===== src/rtl/ov7670_cfg_sequencer.sv =====
// OV7670 register-init sequencer feeding an SCCB master.
// Walks a {addr,val} ROM with delay entries, NACK retry and done/error status.
module ov7670_cfg_sequencer #(
  parameter int CLK_FREQ   = 100_000_000,
  parameter int DELAY_MS   = 10,
  parameter int ROM_DEPTH  = 64,
  parameter int MAX_RETRY  = 3,
  parameter int AUTO_START = 1,
  localparam int IW = $clog2(ROM_DEPTH)
) (
  input  logic          i_clk,
  input  logic          i_rstn,
  input  logic          i_cfg_start,
  output logic          o_cfg_busy,
  output logic          o_cfg_done,
  output logic          o_cfg_err,
  output logic [IW-1:0] o_index,
  output logic          o_sccb_start,
  output logic [7:0]    o_sccb_addr,
  output logic [7:0]    o_sccb_din,
  input  logic          i_sccb_ready,
  input  logic          i_sccb_done,
  input  logic          i_sccb_ack
);

  localparam int DELAY_CYCLES = CLK_FREQ / 1000 * DELAY_MS;
  localparam int DC = (DELAY_CYCLES < 1) ? 1 : DELAY_CYCLES;
  localparam int DW = $clog2(DC + 1);
  localparam int RW = $clog2(MAX_RETRY + 2);

  typedef enum logic [3:0] {
    S_IDLE,
    S_FETCH,
    S_ISSUE,
    S_WAIT_ACCEPT,
    S_WAIT_DONE,
    S_WAIT_READY,
    S_DELAY,
    S_DONE,
    S_ERROR
  } state_t;

  state_t          state;
  state_t          nxt;
  logic [IW-1:0]   index;
  logic [RW-1:0]   retry;
  logic [DW-1:0]   dcnt;
  logic [7:0]      addr;
  logic [7:0]      din;
  logic            auto_pend;
  logic [15:0]     rom_q;
  logic            is_end;
  logic            is_delay;
  logic            last_dly;
  logic            retry_max;
  logic            go;

  // 16'hFFFF ends the table, 16'hFFF0 inserts a settle delay
  always_comb begin
    rom_q = 16'hFFFF;
    case (int'(index))
      0:  rom_q = 16'h1280;
      1:  rom_q = 16'hFFF0;
      2:  rom_q = 16'h1204;
      3:  rom_q = 16'h1100;
      4:  rom_q = 16'h0C00;
      5:  rom_q = 16'h3E00;
      6:  rom_q = 16'h8C00;
      7:  rom_q = 16'h0400;
      8:  rom_q = 16'h40D0;
      9:  rom_q = 16'h3A04;
      10: rom_q = 16'h1418;
      11: rom_q = 16'h4FB3;
      12: rom_q = 16'h50B3;
      13: rom_q = 16'h5100;
      14: rom_q = 16'h523D;
      15: rom_q = 16'h53A7;
      16: rom_q = 16'h54E4;
      17: rom_q = 16'h589E;
      18: rom_q = 16'h3DC0;
      19: rom_q = 16'h1714;
      20: rom_q = 16'h1802;
      default: rom_q = 16'hFFFF;
    endcase
  end

  assign is_end    = (rom_q == 16'hFFFF) ||
                     (index == IW'(ROM_DEPTH - 1));
  assign is_delay  = (rom_q == 16'hFFF0);
  assign last_dly  = (dcnt == DW'(DC - 1));
  assign retry_max = (retry == RW'(MAX_RETRY));
  assign go        = i_cfg_start | auto_pend;

  always_ff @(posedge i_clk or negedge i_rstn) begin
    if (!i_rstn) state <= S_IDLE;
    else         state <= nxt;
  end

  always_comb begin
    nxt = state;
    unique case (state)
      S_IDLE, S_DONE, S_ERROR:
        if (go) nxt = S_FETCH;
      S_FETCH:
        if (is_end)        nxt = S_DONE;
        else if (is_delay) nxt = S_DELAY;
        else               nxt = S_ISSUE;
      S_ISSUE:
        if (i_sccb_ready) nxt = S_WAIT_ACCEPT;
      S_WAIT_ACCEPT:
        if (!i_sccb_ready) nxt = S_WAIT_DONE;
      S_WAIT_DONE:
        if (i_sccb_done) begin
          if (i_sccb_ack)     nxt = S_WAIT_READY;
          else if (retry_max) nxt = S_ERROR;
          else                nxt = S_ISSUE;
        end
      S_WAIT_READY:
        if (i_sccb_ready) nxt = S_FETCH;
      S_DELAY:
        if (last_dly) nxt = S_FETCH;
      default: nxt = S_IDLE;
    endcase
  end

  always_ff @(posedge i_clk or negedge i_rstn) begin
    if (!i_rstn) begin
      index     <= '0;
      retry     <= '0;
      dcnt      <= '0;
      addr      <= '0;
      din       <= '0;
      auto_pend <= (AUTO_START != 0);
    end else begin
      auto_pend <= 1'b0;
      case (state)
        S_IDLE, S_DONE, S_ERROR:
          if (go) begin
            index <= '0;
            retry <= '0;
          end
        S_FETCH:
          if (!is_end) begin
            if (is_delay) begin
              dcnt <= '0;
            end else begin
              addr <= rom_q[15:8];
              din  <= rom_q[7:0];
            end
          end
        S_WAIT_DONE:
          if (i_sccb_done) begin
            if (i_sccb_ack) begin
              retry <= '0;
              index <= index + 1'b1;
            end else if (!retry_max) begin
              retry <= retry + 1'b1;
            end
          end
        S_DELAY:
          if (last_dly) index <= index + 1'b1;
          else          dcnt  <= dcnt + 1'b1;
        default: ;
      endcase
    end
  end

  always_comb begin
    o_cfg_busy   = 1'b1;
    o_cfg_done   = 1'b0;
    o_cfg_err    = 1'b0;
    o_sccb_start = 1'b0;
    unique case (state)
      S_IDLE:        o_cfg_busy = 1'b0;
      S_DONE: begin
        o_cfg_busy = 1'b0;
        o_cfg_done = 1'b1;
      end
      S_ERROR: begin
        o_cfg_busy = 1'b0;
        o_cfg_err  = 1'b1;
      end
      S_WAIT_ACCEPT: o_sccb_start = 1'b1;
      default: ;
    endcase
  end

  assign o_index     = index;
  assign o_sccb_addr = addr;
  assign o_sccb_din  = din;

endmodule


===== config.mk =====
export PLATFORM = sky130hd
export DESIGN_NAME = ov7670_cfg_sequencer
export DESIGN_NICKNAME = d
export VERILOG_FILES = /design/src/rtl/ov7670_cfg_sequencer.sv
export SDC_FILE = /design/constraint.sdc
export NUM_CORES = 1
export LEC_CHECK = 0
export CAP_MARGIN = 20
export CORE_MARGIN = 2
export CORE_UTILIZATION = 30
export DETAILED_ROUTE_END_ITERATION = 6
export GPL_TIMING_DRIVEN = 0
export SETUP_SLACK_MARGIN = 0.3
export SYNTH_ARGS = -nofsm -noshare
export SYNTH_HDL_FRONTEND = slang
export SYNTH_SLANG_ARGS = --single-unit

===== constraint.sdc =====
create_clock -name i_clk -period 5.6 [get_ports i_clk]
set_clock_uncertainty 0.15 [all_clocks]
set_input_delay 0.84 -clock i_clk [delete_from_list [all_inputs] [get_ports i_clk]]
set_output_delay 0.84 -clock i_clk [all_outputs]
set_load 0.01 [all_outputs]

# Word-level counts from Yosys, hierarchy flattened
# Memory sizes are Yosys's and may differ from the RTL's.
# Cells that the tools add are included.
totals:
  register_bits: 50
  rom_bits: 512
  word_cells: 79
  n_memories: 1
mem_list:
  columns: ["name", "depth", "word_bits", "read_ports", "rd_clocked_by_memory_dff", "wr", "line", "text"]
  rows:
  - ["(no name shown)", 32, 16, 1, 0, 0, "61", "case (int'(index))"]
op_classes:
  n_addsub: 3
  eq_ne: 24
  mux: 30
  n_bitwise: 3
  reduce_logical: 11
op_table:
  columns: ["op", "n"]
  rows:
  - ["$mux 20", 3]
  - ["$pmux 20 s2", 1]
  - ["$eq 16x16->1 const B", 2]
  - ["$mux 4", 8]
  - ["$pmux 4 s7", 1]
  - ["$mux 6", 4]
  - ["$add 20x1->20 const B", 1]
  - ["$eq 20x20->1 const B", 1]
  - ["$mux 3", 6]
  - ["$ne 2x2->1 const B", 9]
  - ["$pmux 6 s3", 1]
  - ["$eq 4x3->1 const B", 4]
  - ["$mux 16", 1]
  - ["$eq 4x2->1 const B", 2]
  - ["$reduce_and 4->1", 2]
  - ["$add 6x1->6 const B", 1]
  - ["$eq 6x6->1 const B", 1]
  - ["$pmux 3 s2", 1]
  - ["$reduce_and 6->1", 1]
  - ["$reduce_and 5->1", 1]
  - ["$eq 4x1->1 const B", 1]
  - ["$eq 4x4->1 const B", 1]
  - ["$logic_not 4->1", 1]
  - ["$mux 1", 4]
  - ["11 further kinds", 13]

# Longest topological paths before layout
# An unclocked memory read counts as a cell.
logic_depth:
  ltp_word: 6
  mapped_depth: 12
  ltp_nobuf: 10

# Worst setup path after synthesis
# OpenSTA, ideal clock, no wires.
synth_timing:
  kind: "flip-flop to flip-flop"
  startpoint: "register index[1], in the netlist o_index[1]"
  endpoint: "register addr[4], in the netlist o_sccb_addr[4]"
  setup_ns: 0.125
  t_arrival_ns: 2.823
  required_ns: 5.325
  slack_ns: 2.501
  path_stages_with_launch: 12
  synth_period_minus_slack_ns: 3.099
  cell_sequence: "dfrtp_1 > clkbuf_1 > inv_1 > ha_1 > nor2b_1 > buf_6 > o41ai_2 > a31oi_1 > nor4_4 > a31oi_2 > buf_6 > mux2_4"
synth_via:
  elab_chain_len: 6
  elab_cells_between_ends: 9
synth_rtl:
  columns: ["item", "line", "text"]
  rows:
  - ["start: declaration", "45", "logic [IW-1:0] index;"]
  - ["start signal: assignment", "155", "index <= index + 1'b1;"]
  - ["start signal: assignment", "161", "if (last_dly) index <= index + 1'b1;"]
  - ["$mem_v2 32x16", null, null]
  - ["$mux 16", "61", null]
  - ["$eq 16x16->1", "87", "assign is_end = (rom_q == 16'hFFFF) ||"]
  - ["$logic_or 1x1->1", "87", null]
  - ["$not 1->1 (no line)", null, null]
  - ["$reduce_and 3->1 (no line)", null, null]
  - ["end signal: assignment", "147", "addr <= rom_q[15:8];"]
  - ["end: declaration", "48", "logic [7:0] addr;"]
# Parallel ways exist; a longest one is shown, timed or not.
# A chain may end at the register's enable or synchronous reset.

# Worst setup path in the final report
# Ends and elaborated chain as after synthesis.

==> out/metrics.cfg <==
[status]
status=finished, final reports clean

[final_layout]
antenna_cells=0
utilization_pct=36.3
drive_gt1_share_pct=10.6
multiInputGateArea_mm2=0.00196
final_common_cell=dfrtp_1
area_delta_synth_final_pct=19.4
mostFrequentLayoutCells=dfrtp_1, nand2_1, nor2_1
stdcell_area_mm2=0.00409
instances_no_fill=578
final_nets=451
fillers=1122
seq_area_mm2=0.00125

[sta]
finalCritPeriodShare_pct=64.1
setup_viol=0
relSlewSlack_pct=46.4
worstMarginPinSlew_ps=796
slew_viol_final=0
tns_ps=0
rsz0062_at_grt=false
fin_crit_ps=3590
hold_viol=0
fmax_ghz=0.279

[placement]
port-buffer-count=31
hpwl_um=7000
placed_area_mm2=0.00393
dp.cells=570
globalplace.congestion=0.947

[worst_setup_path]
path_cells=clkbuf_1 -> inv_1 -> ha_1 -> nor2b_1 -> buf_6 -> o41ai_2 -> a31oi_1 -> nor4_4 -> a31oi_2 -> buf_6 -> mux2_4
cp_slowest_stage_delay_ps=550
cpMostUsedCell=buf_6
cpMaxStageDelayCell=dfrtp_1
crit_family=buffers and inverters
critPathMaxFanout=10
end_kind=flip-flop
crit_type=flip-flop to flip-flop
crit_arrival_ps=3610
cp_num_buf_inv=4
required_ps=5620
cp-start-kind=flip-flop

[clocking]
holdBufCountCts=0
cts.sinks=50
cts_root_buf=clkbuf_16
postCtsSetupBuffers=0
post_cts_resized=0
cts_buffers=5
clk_pin_slew_ps=70
cts_tree=built
clock_latency_ps=290
cts_max_level=2
clockBufferDepth=2

[synthesis]
synth_area_leaders=dfrtp_1, a31oi_1, o21ai_0, ha_1, nand2_1
synth_area_mm2=0.00343
synth_edf_count=0
synth_top_area_cell=dfrtp_1
ys.flop_type=dfrtp_1
ys_ff_latch=50
synth.distinct_cells=70
syn_nets=412
synth_top_area_share_pct=35.8
synth_warnings=0
ys_seq_area_share_pct=36.5
async_reset_ff_share_pct=100
syn_area_per_cell_um2=8.68
synthCells=395

[detailed_routing]
drt_first_pass_iters=5
wl_per_cell_um=16.4
routed_wirelength_um=9460
initialDrtViolationCount=240
top_layer_used=met4
drc=0
wirelength_met1_um=4850
dr_wl_met3_um=470
dr_wl_met2_um=4050
ant_nets=0
viasPerCell=5.47
dr_total_vias=3163

[grt]
grt_pass1_wl_um=15900
grt_max_degree=29
grt_pass1_vias=3035
track_usage_pct=15.5
grt_overflow=0
antenna_found_initial=0

[power]
irDropWorstVdd_uv=195
p_leak_nw=1.58
power_density_mw_per_mm2=424

[floorplanning]
die-area_mm2=0.0123
core_mm2=0.0113
pin_count=32
die_w_um=111
rows=39
start_util_pct=30.4
die_h_um=111

[hold_path]
hold_class=flip-flop to flip-flop

[flow_run]
drv_cap=0

## Yosys cell counts (3+ instances only)
cell       count
a211oi_1       5
a21oi_1       19
a2bb2oi_1      6
a31oi_1       24
and2_1         6
and3_1         4
and4_1         3
buf_2          9
buf_4          3
buf_6          4
clkbuf_1      10
dfrtp_1       49
ha_1          11
inv_1         17
mux2i_1        7
nand2_1       35
nand2b_1       7
nand3_1       15
nand4_1        5
nor2_1        34
nor2b_1        6
nor3_1        14
nor3b_1        4
nor4_1         4
o21a_1         4
o21ai_0       29
o31a_1         3
o31ai_1        6
o32ai_1        3
## tightest hold or removal path: stages, from the launching register on
cell,delay (ps)
dfrtp_1,340
nand2_1,50
o21ai_0,60
## power breakdown
group	internal (mW)	switching, mW
clock	0.191	0.136
combinational	0.405	0.491
sequential	0.446	0.0663
## final cells by class
| class | count | area share (%) |
|---|---|---|
| sequential | 50 | 30.6 |
| inverter | 17 | 1.56 |
| clock buffer | 7 | 3.73 |
| multi-input combinational | 302 | 47.9 |
| clock inverter | 1 | 0.214 |
| tap | 143 | 4.37 |
| buffer | 26 | 3.67 |
| timing repair buffer | 32 | 7.95 |
## final timing paths
check	start	to	slack, ps	cells after the start
min	retry[2]	retry[2]	340	2
max reg2reg	o_index[1]	o_sccb_addr[4]	2010	11
max	o_index[1]	o_sccb_addr[4]	2010	11
max in group asynchronous	i_rstn	o_sccb_addr[0]	4370	2
min in group asynchronous	i_rstn	dcnt[13]	390	1
min reg2reg	retry[2]	retry[2]	340	2
## per-layer routing
layer | global-route usage, % | up-vias
met5 | 0 | -
met3 | 2.13 | 6
met2 | 23.1 | 94
li1 | - | 1550
met1 | 23.4 | 1513
met4 | 4.25 | 0
## through the flow
stage	power [mW]	setup WS, ps	hold slack [ps]
2_1_floorplan	1.09	2500	293
3_3_place_gp	1.40	1970	313
3_5_place_dp	1.41	2010	331
4_1_cts	1.75	1980	342
5_1_grt	1.86	1760	361
6_report	1.74	2010	336
## flip-flops by register name (all words and copies together), names as in the netlist
signal	flops
retry	3
auto_pend	1
o_sccb_din	8
o_sccb_addr	8
o_index	6
state	4
dcnt	20
## cell families (layout without fill, tap and decap cells)
family          count (synthesis)  after routing  synth area share, %
fa+ha+maj                      11             11                 4.01
buf+inv                        43             83                 6.24
flops                          50             50                 36.5
mux                            12             12                 4.31
simple gates                  152            152                 23.7
compound gates                126            126                 25.1
other cells                     1              1                0.109
(Power assumes the default switching activity.)
